<file path="config.mk">
export PLATFORM = sky130hd
export DESIGN_NAME = servant_gpio_bank_flat
export DESIGN_NICKNAME = d
export VERILOG_FILES = /design/src/rtl/servant_gpio_pkg.sv /design/src/rtl/servant_gpio_bank_if.sv /design/src/rtl/servant_gpio_sync.sv /design/src/rtl/servant_gpio_bank.sv /design/src/flat_wrapper.sv
export SDC_FILE = /design/constraint.sdc
export NUM_CORES = 1
export LEC_CHECK = 0
export ABC_CLOCK_PERIOD_IN_PS = 5900
export CAP_MARGIN = 20
export CORE_ASPECT_RATIO = 0.9
export CORE_UTILIZATION = 30
export CTS_CLUSTER_SIZE = 10
export DETAILED_ROUTE_END_ITERATION = 8
export DONT_BUFFER_PORTS = 1
export PLACE_DENSITY_LB_ADDON = 0.25
export SYNTH_ARGS = -nofsm -noshare
export SYNTH_HDL_FRONTEND = slang
export SYNTH_SLANG_ARGS = --single-unit
</file>
<file path="constraint.sdc">
create_clock -name wb_clk -period 5.9 [get_ports wb_clk]
set_clock_uncertainty 0.15 [all_clocks]
set_input_delay 0.885 -clock wb_clk [delete_from_list [all_inputs] [get_ports wb_clk]]
set_output_delay 0.885 -clock wb_clk [all_outputs]
set_load 0.01 [all_outputs]
</file>
<file path="src/rtl/servant_gpio_pkg.sv">
// rtl/servant_gpio_pkg.sv - shared constants and types for the servant GPIO bank
package servant_gpio_pkg;

  localparam int WB_DW = 32;

  localparam logic [2:0] GPIO_OUT     = 3'd0;
  localparam logic [2:0] GPIO_OE      = 3'd1;
  localparam logic [2:0] GPIO_IN      = 3'd2;
  localparam logic [2:0] GPIO_RISE_EN = 3'd3;
  localparam logic [2:0] GPIO_FALL_EN = 3'd4;
  localparam logic [2:0] GPIO_STATUS  = 3'd5;
  localparam logic [2:0] GPIO_OUT_SET = 3'd6;
  localparam logic [2:0] GPIO_OUT_CLR = 3'd7;

  typedef enum logic {
    BUS_IDLE = 1'b0,
    BUS_ACK  = 1'b1
  } bus_state_e;

endpackage

</file>
<file path="src/rtl/servant_gpio_bank_if.sv">
// rtl/servant_gpio_bank_if.sv - Wishbone slave bus bundle for the GPIO bank
interface servant_gpio_bank_if;
  import servant_gpio_pkg::*;

  logic [2:0]       i_wb_adr;
  logic [WB_DW-1:0] i_wb_dat;
  logic             i_wb_we;
  logic             i_wb_cyc;
  logic             i_wb_stb;
  logic [WB_DW-1:0] o_wb_rdt;
  logic             o_wb_ack;

  modport master (
    output i_wb_adr, i_wb_dat, i_wb_we, i_wb_cyc, i_wb_stb,
    input  o_wb_rdt, o_wb_ack
  );

  modport slave (
    input  i_wb_adr, i_wb_dat, i_wb_we, i_wb_cyc, i_wb_stb,
    output o_wb_rdt, o_wb_ack
  );

endinterface

</file>
<file path="src/rtl/servant_gpio_sync.sv">
// rtl/servant_gpio_sync.sv - WIDTH-bit multi-stage input synchroniser
module servant_gpio_sync #(
  parameter int WIDTH       = 8,
  parameter int SYNC_STAGES = 2
) (
  input  logic             clk,
  input  logic             rst,
  input  logic [WIDTH-1:0] d,
  output logic [WIDTH-1:0] q
);

  // chain[0] samples the pin; chain[SYNC_STAGES-1] is the settled value
  logic [SYNC_STAGES-1:0][WIDTH-1:0] chain;

  always_ff @(posedge clk or posedge rst) begin
    if (rst) begin
      chain <= '0;
    end else begin
      chain <= {chain[SYNC_STAGES-2:0], d};
    end
  end

  assign q = chain[SYNC_STAGES-1];

endmodule

</file>
<file path="src/rtl/servant_gpio_bank.sv">
// rtl/servant_gpio_bank.sv - Wishbone GPIO bank with edge-detect interrupts
module servant_gpio_bank
  import servant_gpio_pkg::*;
#(
  parameter int   WIDTH       = 8,
  parameter int   SYNC_STAGES = 2,
  parameter logic OUT_RESET   = 1'b1
) (
  input  logic                 wb_clk,
  input  logic                 wb_rst,
  servant_gpio_bank_if.slave   wb,
  input  logic [WIDTH-1:0]     i_gpio,
  output logic [WIDTH-1:0]     o_gpio,
  output logic [WIDTH-1:0]     o_gpio_oe,
  output logic                 o_irq
);

  localparam int ARM_CYC = SYNC_STAGES + 1;
  localparam int ARM_W   = $clog2(ARM_CYC + 1);

  bus_state_e       state_q, state_d;
  logic             start;
  logic             wr_en;
  logic [WB_DW-1:0] rd_word;
  logic [WB_DW-1:0] rdt_q;

  logic [WIDTH-1:0] out_q, oe_q, rise_en_q, fall_en_q, status_q;
  logic [WIDTH-1:0] sync, prev;
  logic [WIDTH-1:0] wdat, status_clr, edge_ev;
  logic [ARM_W-1:0] arm_cnt;
  logic             armed;
  logic             irq_q;
  logic             unused_dat;

  assign wdat       = wb.i_wb_dat[WIDTH-1:0];
  assign unused_dat = ^wb.i_wb_dat;

  servant_gpio_sync #(
    .WIDTH       (WIDTH),
    .SYNC_STAGES (SYNC_STAGES)
  ) u_sync (
    .clk (wb_clk),
    .rst (wb_rst),
    .d   (i_gpio),
    .q   (sync)
  );

  always_ff @(posedge wb_clk or posedge wb_rst) begin
    if (wb_rst) begin
      state_q <= BUS_IDLE;
    end else begin
      state_q <= state_d;
    end
  end

  // Read data is captured on the request edge; writes commit on the edge that ends ack
  always_comb begin
    state_d = state_q;
    start   = 1'b0;
    wr_en   = 1'b0;
    unique case (state_q)
      BUS_IDLE: begin
        if (wb.i_wb_cyc && wb.i_wb_stb) begin
          state_d = BUS_ACK;
          start   = 1'b1;
        end
      end
      BUS_ACK: begin
        state_d = BUS_IDLE;
        wr_en   = wb.i_wb_cyc && wb.i_wb_stb && wb.i_wb_we;
      end
      default: state_d = BUS_IDLE;
    endcase
  end

  always_comb begin
    rd_word = '0;
    case (wb.i_wb_adr)
      GPIO_OUT:     rd_word[WIDTH-1:0] = out_q;
      GPIO_OE:      rd_word[WIDTH-1:0] = oe_q;
      GPIO_IN:      rd_word[WIDTH-1:0] = sync;
      GPIO_RISE_EN: rd_word[WIDTH-1:0] = rise_en_q;
      GPIO_FALL_EN: rd_word[WIDTH-1:0] = fall_en_q;
      GPIO_STATUS:  rd_word[WIDTH-1:0] = status_q;
      default:      rd_word = '0;
    endcase
  end

  always_ff @(posedge wb_clk or posedge wb_rst) begin
    if (wb_rst) begin
      rdt_q <= '0;
    end else begin
      rdt_q <= start ? rd_word : '0;
    end
  end

  assign wb.o_wb_ack = (state_q == BUS_ACK);
  assign wb.o_wb_rdt = rdt_q;

  always_ff @(posedge wb_clk or posedge wb_rst) begin
    if (wb_rst) begin
      out_q     <= {WIDTH{OUT_RESET}};
      oe_q      <= '0;
      rise_en_q <= '0;
      fall_en_q <= '0;
    end else if (wr_en) begin
      case (wb.i_wb_adr)
        GPIO_OUT:     out_q     <= wdat;
        GPIO_OE:      oe_q      <= wdat;
        GPIO_RISE_EN: rise_en_q <= wdat;
        GPIO_FALL_EN: fall_en_q <= wdat;
        GPIO_OUT_SET: out_q     <= out_q | wdat;
        GPIO_OUT_CLR: out_q     <= out_q & ~wdat;
        default: ;
      endcase
    end
  end

  // Detection stays off until the zeroed chain and prev hold real pin values
  always_ff @(posedge wb_clk or posedge wb_rst) begin
    if (wb_rst) begin
      arm_cnt <= '0;
      prev    <= '0;
    end else begin
      prev <= sync;
      if (!armed) begin
        arm_cnt <= arm_cnt + ARM_W'(1);
      end
    end
  end

  assign armed      = (arm_cnt == ARM_W'(ARM_CYC));
  assign edge_ev    = armed ? ((sync & ~prev & rise_en_q) | (~sync & prev & fall_en_q)) : '0;
  assign status_clr = (wr_en && wb.i_wb_adr == GPIO_STATUS) ? wdat : '0;

  // A new edge in the same cycle as its W1C keeps the bit set
  always_ff @(posedge wb_clk or posedge wb_rst) begin
    if (wb_rst) begin
      status_q <= '0;
      irq_q    <= 1'b0;
    end else begin
      status_q <= (status_q & ~status_clr) | edge_ev;
      irq_q    <= |status_q;
    end
  end

  assign o_gpio    = out_q;
  assign o_gpio_oe = oe_q;
  assign o_irq     = irq_q;

endmodule

</file>
<file path="src/flat_wrapper.sv">
// flat-port wrapper written by rule: the top's interface ports become plain ports
module servant_gpio_bank_flat import servant_gpio_pkg::*;
#(
  parameter int   WIDTH       = 8,
  parameter int   SYNC_STAGES = 2,
  parameter logic OUT_RESET   = 1'b1
)
  (wb_clk, wb_rst, i_gpio, o_gpio, o_gpio_oe, o_irq, wb_i_wb_adr, wb_i_wb_dat, wb_i_wb_we, wb_i_wb_cyc, wb_i_wb_stb, wb_o_wb_rdt, wb_o_wb_ack);
  servant_gpio_bank_if wb_i ();
  input  logic wb_clk;
  input  logic wb_rst;
  input  logic [WIDTH-1:0] i_gpio;
  output logic [WIDTH-1:0] o_gpio;
  output logic [WIDTH-1:0] o_gpio_oe;
  output logic o_irq;
  input wire logic [$bits(wb_i.i_wb_adr)-1:0] wb_i_wb_adr;
  input wire logic [$bits(wb_i.i_wb_dat)-1:0] wb_i_wb_dat;
  input wire logic [$bits(wb_i.i_wb_we)-1:0] wb_i_wb_we;
  input wire logic [$bits(wb_i.i_wb_cyc)-1:0] wb_i_wb_cyc;
  input wire logic [$bits(wb_i.i_wb_stb)-1:0] wb_i_wb_stb;
  output wire logic [$bits(wb_i.o_wb_rdt)-1:0] wb_o_wb_rdt;
  output wire logic [$bits(wb_i.o_wb_ack)-1:0] wb_o_wb_ack;
  assign wb_i.i_wb_adr = wb_i_wb_adr;
  assign wb_i.i_wb_dat = wb_i_wb_dat;
  assign wb_i.i_wb_we = wb_i_wb_we;
  assign wb_i.i_wb_cyc = wb_i_wb_cyc;
  assign wb_i.i_wb_stb = wb_i_wb_stb;
  assign wb_o_wb_rdt = wb_i.o_wb_rdt;
  assign wb_o_wb_ack = wb_i.o_wb_ack;
  servant_gpio_bank #(.WIDTH(WIDTH), .SYNC_STAGES(SYNC_STAGES), .OUT_RESET(OUT_RESET)) u_core (.wb_clk(wb_clk), .wb_rst(wb_rst), .wb(wb_i), .i_gpio(i_gpio), .o_gpio(o_gpio), .o_gpio_oe(o_gpio_oe), .o_irq(o_irq));
endmodule
</file>
; After elaboration in Yosys (flattened, before gate mapping)
; Cells that the tools add are included.
; Widths: inputs -> output; s select.
[op_classes]
bitwise = 14
eq_ne = 8
mux = 9
n_addsub = 1
reduce_logical = 10
[ops]
columns = operator, count
row1 = $and 8x8->8, 6
row2 = $pmux 8 s6, 1
row3 = $not 8->8, 4
row4 = $mux 8, 3
row5 = $or 8x8->8, 3
row6 = $pmux 8 s3, 1
row7 = $eq 3x3->1 const B, 4
row8 = $reduce_and 2->1, 4
row9 = $reduce_or 8->1, 1
row10 = $eq 3x2->1 const B, 2
row11 = $eq 3x1->1 const B, 1
row12 = $logic_and 1x1->1, 3
row13 = $logic_not 3->1, 1
row14 = $mux 1, 3
row15 = $reduce_bool 3->1, 1
row16 = $add 2x1->2 const B, 1
row17 = $eq 2x2->1 const B, 1
row18 = $pmux 1 s2, 1
row19 = $not 1->1, 1
[totals]
reg_bits = 100
out_inout_bits = 50
inputBits = 48
word_cells = 54

; Depth between registers and ports, before layout
; Gate-level depths: netlist of run 1.
[depth]
word_depth = 8
mapped_depth = 6
mapped_depth_nobuf = 4

; Modules after synthesis
; A second synthesis of run 1 with hierarchy kept.
[unflattened]
hier_cells = 314
area_unflattened_um2 = 3671.0
[by_module_without_submodules]
columns = mod, cells_each, area_per_inst_um2, instances, seq_area_each_um2
row1 = servant_gpio_bank, 289, 3206.8, 1, 1511.4
row2 = servant_gpio_sync, 25, 464.2, 1, 400.4

; Worst setup path before layout of run 1
; Ideal clock, no wire load.
[synth_timing]
kind = in2reg
start = in wb_i_wb_we
end = reg u_core.oe_q[0], in the netlist u_core.o_gpio_oe[0]
n_path_buf = 2
path_stages = 6
path_slack_ns = 3.623
setup_time_ns = 0.125
required_time_ns = 5.625
arrival_ns = 2.001
path_cell_list = and4_1 buf_6 nand2_2 or3_1 buf_6 mux2_4
[synth_via]
elab_chain_len = 3
[synth_lines]
columns = item, line_no
row1 = start: declaration, flat_wrapper.sv:18  ; input wire logic [$bits(wb_i.i_wb_we)-1:0] wb_i_wb_we;
row2 = $logic_and 1x1->1, servant_gpio_bank.sv:70  ; wr_en = wb.i_wb_cyc && wb.i_wb_stb && wb.i_wb_we;
row3 = $mux 1, servant_gpio_bank.sv:61  ; unique case (state_q)
row4 = $reduce_and 2->1 (no line), --
row5 = end signal: assignment, servant_gpio_bank.sv:109  ; GPIO_OE: oe_q <= wdat;
row6 = end: declaration, servant_gpio_bank.sv:27  ; logic [WIDTH-1:0] out_q, oe_q, rise_en_q, fall_en_q, status_q;
; No other way between the ends.
; A chain may end at the register's enable or synchronous reset.

; Worst setup path after layout of run 1
[layout_timing]
start = in wb_i_wb_we
end = reg u_core.oe_q[4], in the netlist u_core.o_gpio_oe[4]
; The elaborated chain is that of the path after synthesis.

==> results.ini, run 1 <==
[worst_setup_path]
cp.depth=4
worstSetupStartpointType=input port
cp_top_family=simple AND/OR/NAND/NOR gates
crit_chain=and4_1 -> nand2_2 -> or3_1 -> mux2_4
r2r_slack_ns=3.49
critPathArrivalTime_ns=2.59
crit_start=wb_i_wb_we
timing.rr.end=u_core.o_gpio_oe[4]
critPathCaptureType=register
crit_path_end=u_core.o_gpio_oe[4]
reg2regPathDepth=4
critPathMaxFanout=10
critPathSlowestCell=or3_1
slowest_delay_ns=0.65
r2r_start=u_core.wb.o_wb_ack
crit_required_ns=5.97
cp.buffers_inverters=0
crit_type=input port to register

[cts]
path_clk_slew_ns=0.05
cts_resized=0
cts_tree=done
cts_sinks=76
clock_latency_ns=0.34
cts.htree.levels=3
cts.root.buffer_cell=clkbuf_16
cts.path.max_buffers=2
post_cts_buffers=0
cts_hold_buffers=0
cts_buffers=9

[global_route]
grtUsageTotal_pct=14.7
grt_overflow=0
antenna_found_initial=0
grt_pass1_vias=2247
grt_max_degree=77
grt_pass1_wl_mm=13.1

[sta]
fin_crit_ns=2.52
max_freq_mhz=396
relSlewSlack_pct=34.7
hold_viol_final=0
period_share_pct=42.7
tightest_slew_ns=0.979
tns_ns=0
drv_slew=0
setup_viol=0
rsz0062_at_grt=false

[layout]
areaGrowthSynthToFinish_pct=9.28
n_antenna_cell=0
drive_gt1_share_pct=22.0
final_nets=341
utilization_pct=33.7
fin_area_mm2=0.00383

[power_and_ir_drop]
peakVddDrop_mv=0.153
cellLeakagePower_nw=1.65
power_w=0.00125
power_density_mw_per_mm2=326

[logic_synthesis]
synthCells=295
ys_seq_elements=76
ys_types=44
synth_common_cells=dfrtp_1, mux2_2, buf_4, nand2_1, nor2_1
synth_area_leader_cell=dfrtp_1
yosysMostFrequentCell=dfrtp_1
synth-async-reset-ratio_pct=100
synth_warnings=0
synth_ff_type=dfrtp_1
syn_avg_cell_area_um2=11.9
synth_edf_count=0
synth_area_leaders=dfrtp_1, mux2_2, dfstp_2, buf_4, mux2_4
yosysTopAreaCellShare_pct=48.5
ys_seq_area_share_pct=54.5
syn_area_mm2=0.00351

[route]
drc=0
via_per_inst=4.91
first_iter_violations=155
routed_wl_mm=8.21
dr_total_vias=2218
firstDrtPassIters=7
routedWlPerCell_um=18.2
ant_nets=0

[floorplan]
dieArea_mm2=0.0121
die_height_um=105
std_cell_rows=37
pin_count=98
die_w_um=116
initial_core_util_pct=30.8
fp.coreArea_mm2=0.0114

[outcome]
outcome=finished, final reports clean

[job]
cap_violations=0

[placement]
dpl_cell_area_mm2=0.00355
port_buffers=0
place.gp.congestion=0.731
dp_hpwl_mm=5.20

[worst_hold_path]
hold_class=register to register

[worst min-delay path by stage]
stage | startpoint | to | slack [ns] | cells past startpoint
after floorplan | u_core.u_sync.chain[0] | u_core.u_sync.q[0] | 0.18 | 0
final | u_core.u_sync.chain[3] | u_core.u_sync.q[3] | 0.20 | 0
after global routing | u_core.u_sync.chain[6] | u_core.u_sync.q[6] | 0.20 | 0
after detailed placement | u_core.u_sync.chain[3] | u_core.u_sync.q[3] | 0.18 | 0
after CTS | u_core.u_sync.chain[3] | u_core.u_sync.q[3] | 0.20 | 0
after global placement | u_core.u_sync.chain[0] | u_core.u_sync.q[0] | 0.18 | 0
[worst reg2reg max path: stages, from the launching register on]
cell	delay [ns]
dfrtp_1	0.41
and4_1	0.57
nand2_2	0.11
or3_1	0.65
mux2_4	0.41
[final cells by class]
class | count | area (um^2)
Inverter | 3 | 12.5
Clock inverter | 2 | 35.0
Timing Repair Buffer | 2 | 15.0
Clock buffer | 13 | 250
Tap cell | 156 | 195
Sequential cell | 76 | 1910
Multi-Input combinational cell | 200 | 1410
Fill cell | 1181 | 7560
[cells in the final DEF (no fill, tap or decap), types with 8 or more instances in the layout]
cell	n
a21oi_1	15
a22o_1	8
clkbuf_16	9
conb_1	24
dfrtp_1	68
dfstp_2	8
mux2_2	27
mux2_4	8
nand2_1	20
nand3b_1	8
nor2_1	16
o21ai_0	14
[cells by family (layout without fill, tap and decap cells)]
| logic type | Yosys count | after routing | synth area share, % |
|---|---|---|---|
| flops | 76 | 76 | 54.5 |
| simple gates | 71 | 71 | 10.5 |
| compound gates | 61 | 61 | 11.1 |
| mux | 42 | 42 | 15.5 |
| buf+inv | 42 | 20 | 7.67 |
| fa+ha+maj | 1 | 1 | 0.357 |
| other cells | 1 | 24 | 0.107 |
| xor+xnor | 1 | 1 | 0.250 |
[flip-flops by register name, indices dropped and copies added (netlist names)]
signal / count
u_core.o_gpio: 8
u_core.u_sync.q: 8
u_core.o_irq: 1
u_core.wb.o_wb_ack: 1
u_core.prev: 8
u_core.wb.o_wb_rdt: 8
u_core.o_gpio_oe: 8
u_core.arm_cnt: 2
u_core.fall_en_q: 8
u_core.status_q: 8
u_core.u_sync.chain: 8
u_core.rise_en_q: 8
[layer usage]
layer / part of all wire [%] / routed length [um] / global-route usage [%]
met1: 47 / 3840 / 20.4
met3: 6.3 / 519 / 4.93
met4: 1.4 / 115 / 4.95
met2: 45 / 3730 / 21.4
met5: 0 / 0 / 0
[through the flow]
step                cells  setup slack (ns)  hold WS, ns
floorplan             318              2.94        0.181
global placement      437              3.04        0.184
finish                452              3.38        0.195
global route          452              3.28        0.201
CTS                   452              3.37        0.197
detailed placement    437              3.01        0.185
[power breakdown]
part           internal [W]  total [W]  switching, W  leakage (nW)
logic             0.0000556   0.000101     0.0000449         0.580
clock network      0.000336   0.000534      0.000198         0.140
registers          0.000569   0.000615     0.0000453         0.930
Power figures use the tool's default switching activity.
==> run 2, diff against run 1 <==
--- a/config.mk
+++ b/config.mk
@@ -5,7 +5,7 @@
 export SDC_FILE = /design/constraint.sdc
 export NUM_CORES = 1
 export LEC_CHECK = 0
-export ABC_CLOCK_PERIOD_IN_PS = 5900
+export ABC_CLOCK_PERIOD_IN_PS = 2080
 export CAP_MARGIN = 20
 export CORE_ASPECT_RATIO = 0.9
 export CORE_UTILIZATION = 30
==> constraint.sdc (replaced) <==
create_clock -name wb_clk -period 2.08 [get_ports wb_clk]
set_clock_uncertainty 0.15 [all_clocks]
set_input_delay 0.312 -clock wb_clk [delete_from_list [all_inputs] [get_ports wb_clk]]
set_output_delay 0.312 -clock wb_clk [all_outputs]
set_load 0.01 [all_outputs]
==> run 2 against run 1 <==
Core utilization grew 2.4 points. Sequential power grew to 2.8 times the previous value. Clock power grew to 2.7 times the previous value. Largest power group unchanged.
==> results.ini, run 2 (synthesis gave the netlist of run 1 again) <==
[outcome]
outcome=finished, final reports clean

[worst_setup_path]
r2r_start=u_core.wb.o_wb_ack
slowest_delay_ns=0.41
critPathSlowestCell=dfrtp_1
critPathCaptureType=register
worstSetupStartpointType=register
crit_type=register to register
critPathArrivalTime_ns=2.09
timing.rr.end=u_core.o_gpio_oe[2]
crit_chain=and4_2 -> nand2_2 -> or3_1 -> buf_4 -> mux2_4
r2r_slack_ns=0.06
critPathMaxFanout=5
crit_required_ns=2.15
reg2regPathDepth=5

[global_route]
grt_max_degree=77
grt_overflow=0
grtUsageTotal_pct=15.4
antenna_found_initial=0
grt_pass1_vias=2335
grt_pass1_wl_mm=13.5

[power_and_ir_drop]
p_comb_share_pct=9.5
seq_power_share_pct=49.8
clkPwrFrac_pct=40.7
peakVddDrop_mv=0.584
cellLeakagePower_nw=1.77
power_w=0.00351
power_density_mw_per_mm2=856
p_sw_w=0.000866
internal_power_w=0.00265
switching_share_pct=24.7

[route]
via_per_inst=4.87
firstDrtPassIters=4
ant_nets=0
routedWlPerCell_um=17.9
drc=0
dr_total_vias=2349
first_iter_violations=139
routed_wl_mm=8.64

[sta]
relSlewSlack_pct=62.4
tns_ns=0
holdWs_ns=0.0128
period_share_pct=97.0
layout_setup_ws_ns=0.0617
drv_slew=0
setup_viol=0
max_freq_mhz=495
rsz0062_at_grt=false
fin_crit_ns=2.02
hold_viol_final=0
tightest_slew_ns=0.563

[layout]
utilization_pct=36.0
drive_gt1_share_pct=23.6
layout_commonest_cell=dfrtp_1
final_nets=370
n_antenna_cell=0
areaGrowthSynthToFinish_pct=16.9
fillers=1144
final_cell_mix=dfrtp_1, mux2_2, conb_1

[floorplan]
initial_core_util_pct=30.8
pin_count=98
fp.coreArea_mm2=0.0114
die_w_um=116
die_height_um=105
std_cell_rows=37
dieArea_mm2=0.0121

[job]
cap_violations=0

[cts]
cts.path.max_buffers=2
cts_tree=done
post_cts_buffers=0
cts.htree.levels=3
cts_sinks=76
cts_buffers=9
cts.root.buffer_cell=clkbuf_16
path_clk_slew_ns=0.06
clock_latency_ns=0.34

[worst_hold_path]
worstHoldPathCells=3
hold_class=input port to register
min-delay-start=wb_i_wb_dat[6]
min_to=u_core.o_gpio[6]

[placement]
place_ws_ns=0.0309
place.gp.congestion=0.718
port_buffers=0
dp_hpwl_mm=5.42

-- run 2: how the worst max path moves through the flow --
stage / startpoint / to / cells after the start
after detailed placement: u_core.wb.o_wb_ack / u_core.o_gpio_oe[6] / 5
after global placement: u_core.wb.o_wb_ack / u_core.o_gpio_oe[2] / 5
after CTS: u_core.wb.o_wb_ack / u_core.o_gpio_oe[7] / 5
final: u_core.wb.o_wb_ack / u_core.o_gpio_oe[2] / 5
after global routing: u_core.wb.o_wb_ack / u_core.o_gpio_oe[2] / 5
after floorplan: u_core.wb.o_wb_ack / u_core.o_gpio_oe[0] / 6
-- run 2: power by group through the flow --
stage / logic [W] / clock network, W / registers [W]
3_5_place_dp: 0.000295 / 0 / 0.00177
3_3_place_gp: 0.000289 / 0 / 0.00177
6_report: 0.000333 / 0.00143 / 0.00175
4_1_cts: 0.000337 / 0.00147 / 0.00175
5_1_grt: 0.000373 / 0.00153 / 0.00176
2_1_floorplan: 0.000302 / 0 / 0.00172
-- run 2: per-stage QoR --
stage,instances,instance area (um^2)
6_report,482,4100
5_1_grt,482,4100
4_1_cts,482,4100
3_5_place_dp,447,3640
3_3_place_gp,447,3640
2_1_floorplan,318,3600
-- run 2: area by class of cell --
| type | instances | area (um^2) | area share (%) |
|---|---|---|---|
| inverters | 3 | 15.0 | 0.366 |
| repair buffers | 31 | 293 | 7.14 |
| clock inverters | 3 | 22.5 | 0.549 |
| multi-input cells | 200 | 1410 | 34.5 |
| flip-flops and latches | 76 | 1910 | 46.6 |
| well taps | 156 | 195 | 4.76 |
| clock buffers | 13 | 250 | 6.10 |
-- run 2: layer usage --
layer / global-route usage [%] / up-vias / wire length, um
li1: - / 1068 / -
met1: 21.2 / 1199 / 4050
met2: 22.4 / 71 / 3990
met3: 5.22 / 11 / 478
met4: 5.31 / 0 / 122
met5: 0 / - / 0
-- run 2: worst max-delay path, delay by kind of cell, from the launching register on --
family        cells  cell delay, ns
buf+inv           1            0.21
flops             1            0.41
mux               1            0.30
simple gates      3            0.83
-- run 2: repair_timing --
action / in CTS / in global routing
endpoints found under the hold margin: 116 / 0
hold buffers: 19 / 0
resized for setup: 0 / 1
endpoints found under the setup margin: 0 / 6
==> run 3, diff against run 2 <==
--- a/config.mk
+++ b/config.mk
@@ -5,7 +5,7 @@
 export SDC_FILE = /design/constraint.sdc
 export NUM_CORES = 1
 export LEC_CHECK = 0
-export ABC_CLOCK_PERIOD_IN_PS = 2080
+export ABC_CLOCK_PERIOD_IN_PS = 2300
 export CAP_MARGIN = 20
 export CORE_ASPECT_RATIO = 0.9
 export CORE_UTILIZATION = 30
==> constraint.sdc (replaced) <==
create_clock -name wb_clk -period 2.3 [get_ports wb_clk]
set_clock_uncertainty 0.15 [all_clocks]
set_input_delay 0.345 -clock wb_clk [delete_from_list [all_inputs] [get_ports wb_clk]]
set_output_delay 0.345 -clock wb_clk [all_outputs]
set_load 0.01 [all_outputs]
==> run 3 against run 2 <==
Wire length shrank 2.8%. Sequential cell count is the same. First-iteration DRC count shrank 12%. Maximum frequency shrank 1.2%. Sequential share of layout area is essentially flat. Worst setup slack gained 0.20 ns.
==> results.ini, run 3 (synthesis gave the netlist of run 1 again) <==
[outcome]
outcome=finished, final reports clean

[placement]
place_ws_ns=0.285
dp.cells=444
dp_hpwl_mm=5.24
place.gp.congestion=0.730
port_buffers=0

[route]
routedWlPerCell_um=17.5
firstDrtPassIters=4
ant_nets=0
routed_wl_mm=8.39
first_iter_violations=122
via_per_inst=4.86
drc=0
dr_total_vias=2330

[worst_setup_path]
critPathArrivalTime_ns=2.11
crit_type=register to register
reg2regPathDepth=5
cp.buffers_inverters=1
crit_chain=and4_1 -> nand2_2 -> or3_1 -> buf_4 -> mux2_4
cp_top_family=simple AND/OR/NAND/NOR gates
slowest_delay_ns=0.46
critPathCaptureType=register
crit_required_ns=2.37
r2r_slack_ns=0.26
worstSetupStartpointType=register
r2r_start=u_core.wb.o_wb_ack
critPathMaxFanout=4
timing.rr.end=u_core.o_gpio_oe[7]
critPathSlowestCell=or3_1

[cts]
path_clk_slew_ns=0.05
cts_sinks=76
clock_latency_ns=0.34
cts_resized=0
post_cts_buffers=0
cts.htree.levels=3
cts.root.buffer_cell=clkbuf_16
cts_buffers=9
cts_hold_buffers=19
cts.path.max_buffers=2
cts_tree=done

[floorplan]
die_w_um=116
dieArea_mm2=0.0121
fp.coreArea_mm2=0.0114
pin_count=98
std_cell_rows=37
initial_core_util_pct=30.8
die_height_um=105

[sta]
fin_crit_ns=2.04
setup_viol=0
tns_ns=0
layout_setup_ws_ns=0.258
relSlewSlack_pct=64.8
hold_viol_final=0
rsz0062_at_grt=false
drv_slew=0
period_share_pct=88.8
max_freq_mhz=490
tightest_slew_ns=0.526
holdWs_ns=0.0126

[layout]
fillers=1135
areaGrowthSynthToFinish_pct=16.9
multi_input_area_mm2=0.00141
n_antenna_cell=0
drive_gt1_share_pct=22.9
layout_commonest_cell=dfrtp_1
final_nets=367
seqCellArea_mm2=0.00191
layout.cells.non_filler=479
final_cell_mix=dfrtp_1, mux2_2, conb_1

[power_and_ir_drop]
peakVddDrop_mv=0.376
power_density_mw_per_mm2=798
cellLeakagePower_nw=1.77
power_w=0.00327

[worst_hold_path]
worstHoldPathCells=1
hold_class=input port to register
min_to=u_core.fall_en_q[7]
min-delay-start=wb_i_wb_dat[7]

[global_route]
grt_overflow=0
grt_pass1_vias=2313
grt_pass1_wl_mm=13.2
grt_max_degree=77
grtUsageTotal_pct=14.9
antenna_found_initial=0

[job]
cap_violations=0

## run 3: changes by cell type in the layout (fill, tap and decap cells not counted)
| cell | delta |
|---|---|
| buf_4 | -3 |
| and4_1 | +1 |
| and4_2 | -1 |
| clkinv_4 | -1 |
| clkbuf_1 | -1 |
| clkinv_2 | +1 |
| bufinv_16 | +1 |
## run 3: stage by stage
stage,cell area [um^2],util [%]
detailed placement,3610,31.7
global placement,3610,31.7
finish,4100,36.0
global route,4100,36.0
CTS,4100,36.0
floorplan,3600,-
## run 3: how the worst max path moves through the flow
stage | to | cells after the start | slack (ns) | start
3_3_place_gp | u_core.o_gpio_oe[6] | 5 | 0.27 | u_core.wb.o_wb_ack
4_1_cts | u_core.o_gpio_oe[7] | 5 | 0.27 | u_core.wb.o_wb_ack
5_1_grt | u_core.o_gpio_oe[7] | 5 | 0.22 | u_core.wb.o_wb_ack
2_1_floorplan | u_core.o_gpio_oe[0] | 6 | 0.51 | u_core.wb.o_wb_ack
6_report | u_core.o_gpio_oe[7] | 5 | 0.26 | u_core.wb.o_wb_ack
3_5_place_dp | u_core.o_gpio_oe[2] | 5 | 0.29 | u_core.wb.o_wb_ack
## run 3: metal layers
metal / GRT usage, % / vias to the layer above / share of wire (%)
met5: 0 / - / 0
met4: 6.32 / 0 / 1.5
met3: 4.76 / 9 / 7.4
met2: 21.3 / 95 / 45
met1: 20.7 / 1166 / 46
li1: - / 1060 / -
## run 3: cell type report
| class | count | share of cell area, % |
|---|---|---|
| Clock buffer | 12 | 6.01 |
| Inverter | 3 | 0.366 |
| Sequential cell | 76 | 46.6 |
| Multi-Input combinational cell | 200 | 34.5 |
| Clock inverter | 4 | 1.19 |
| Timing Repair Buffer | 28 | 6.59 |
| Tap cell | 156 | 4.76 |
## run 3: where the power goes
group	total, W	internal (W)	leakage, nW	switching (W)
Sequential	0.00158	0.00146	0.930	0.000119
Clock	0.00140	0.000868	0.147	0.000529
Combinational	0.000294	0.000169	0.694	0.000125
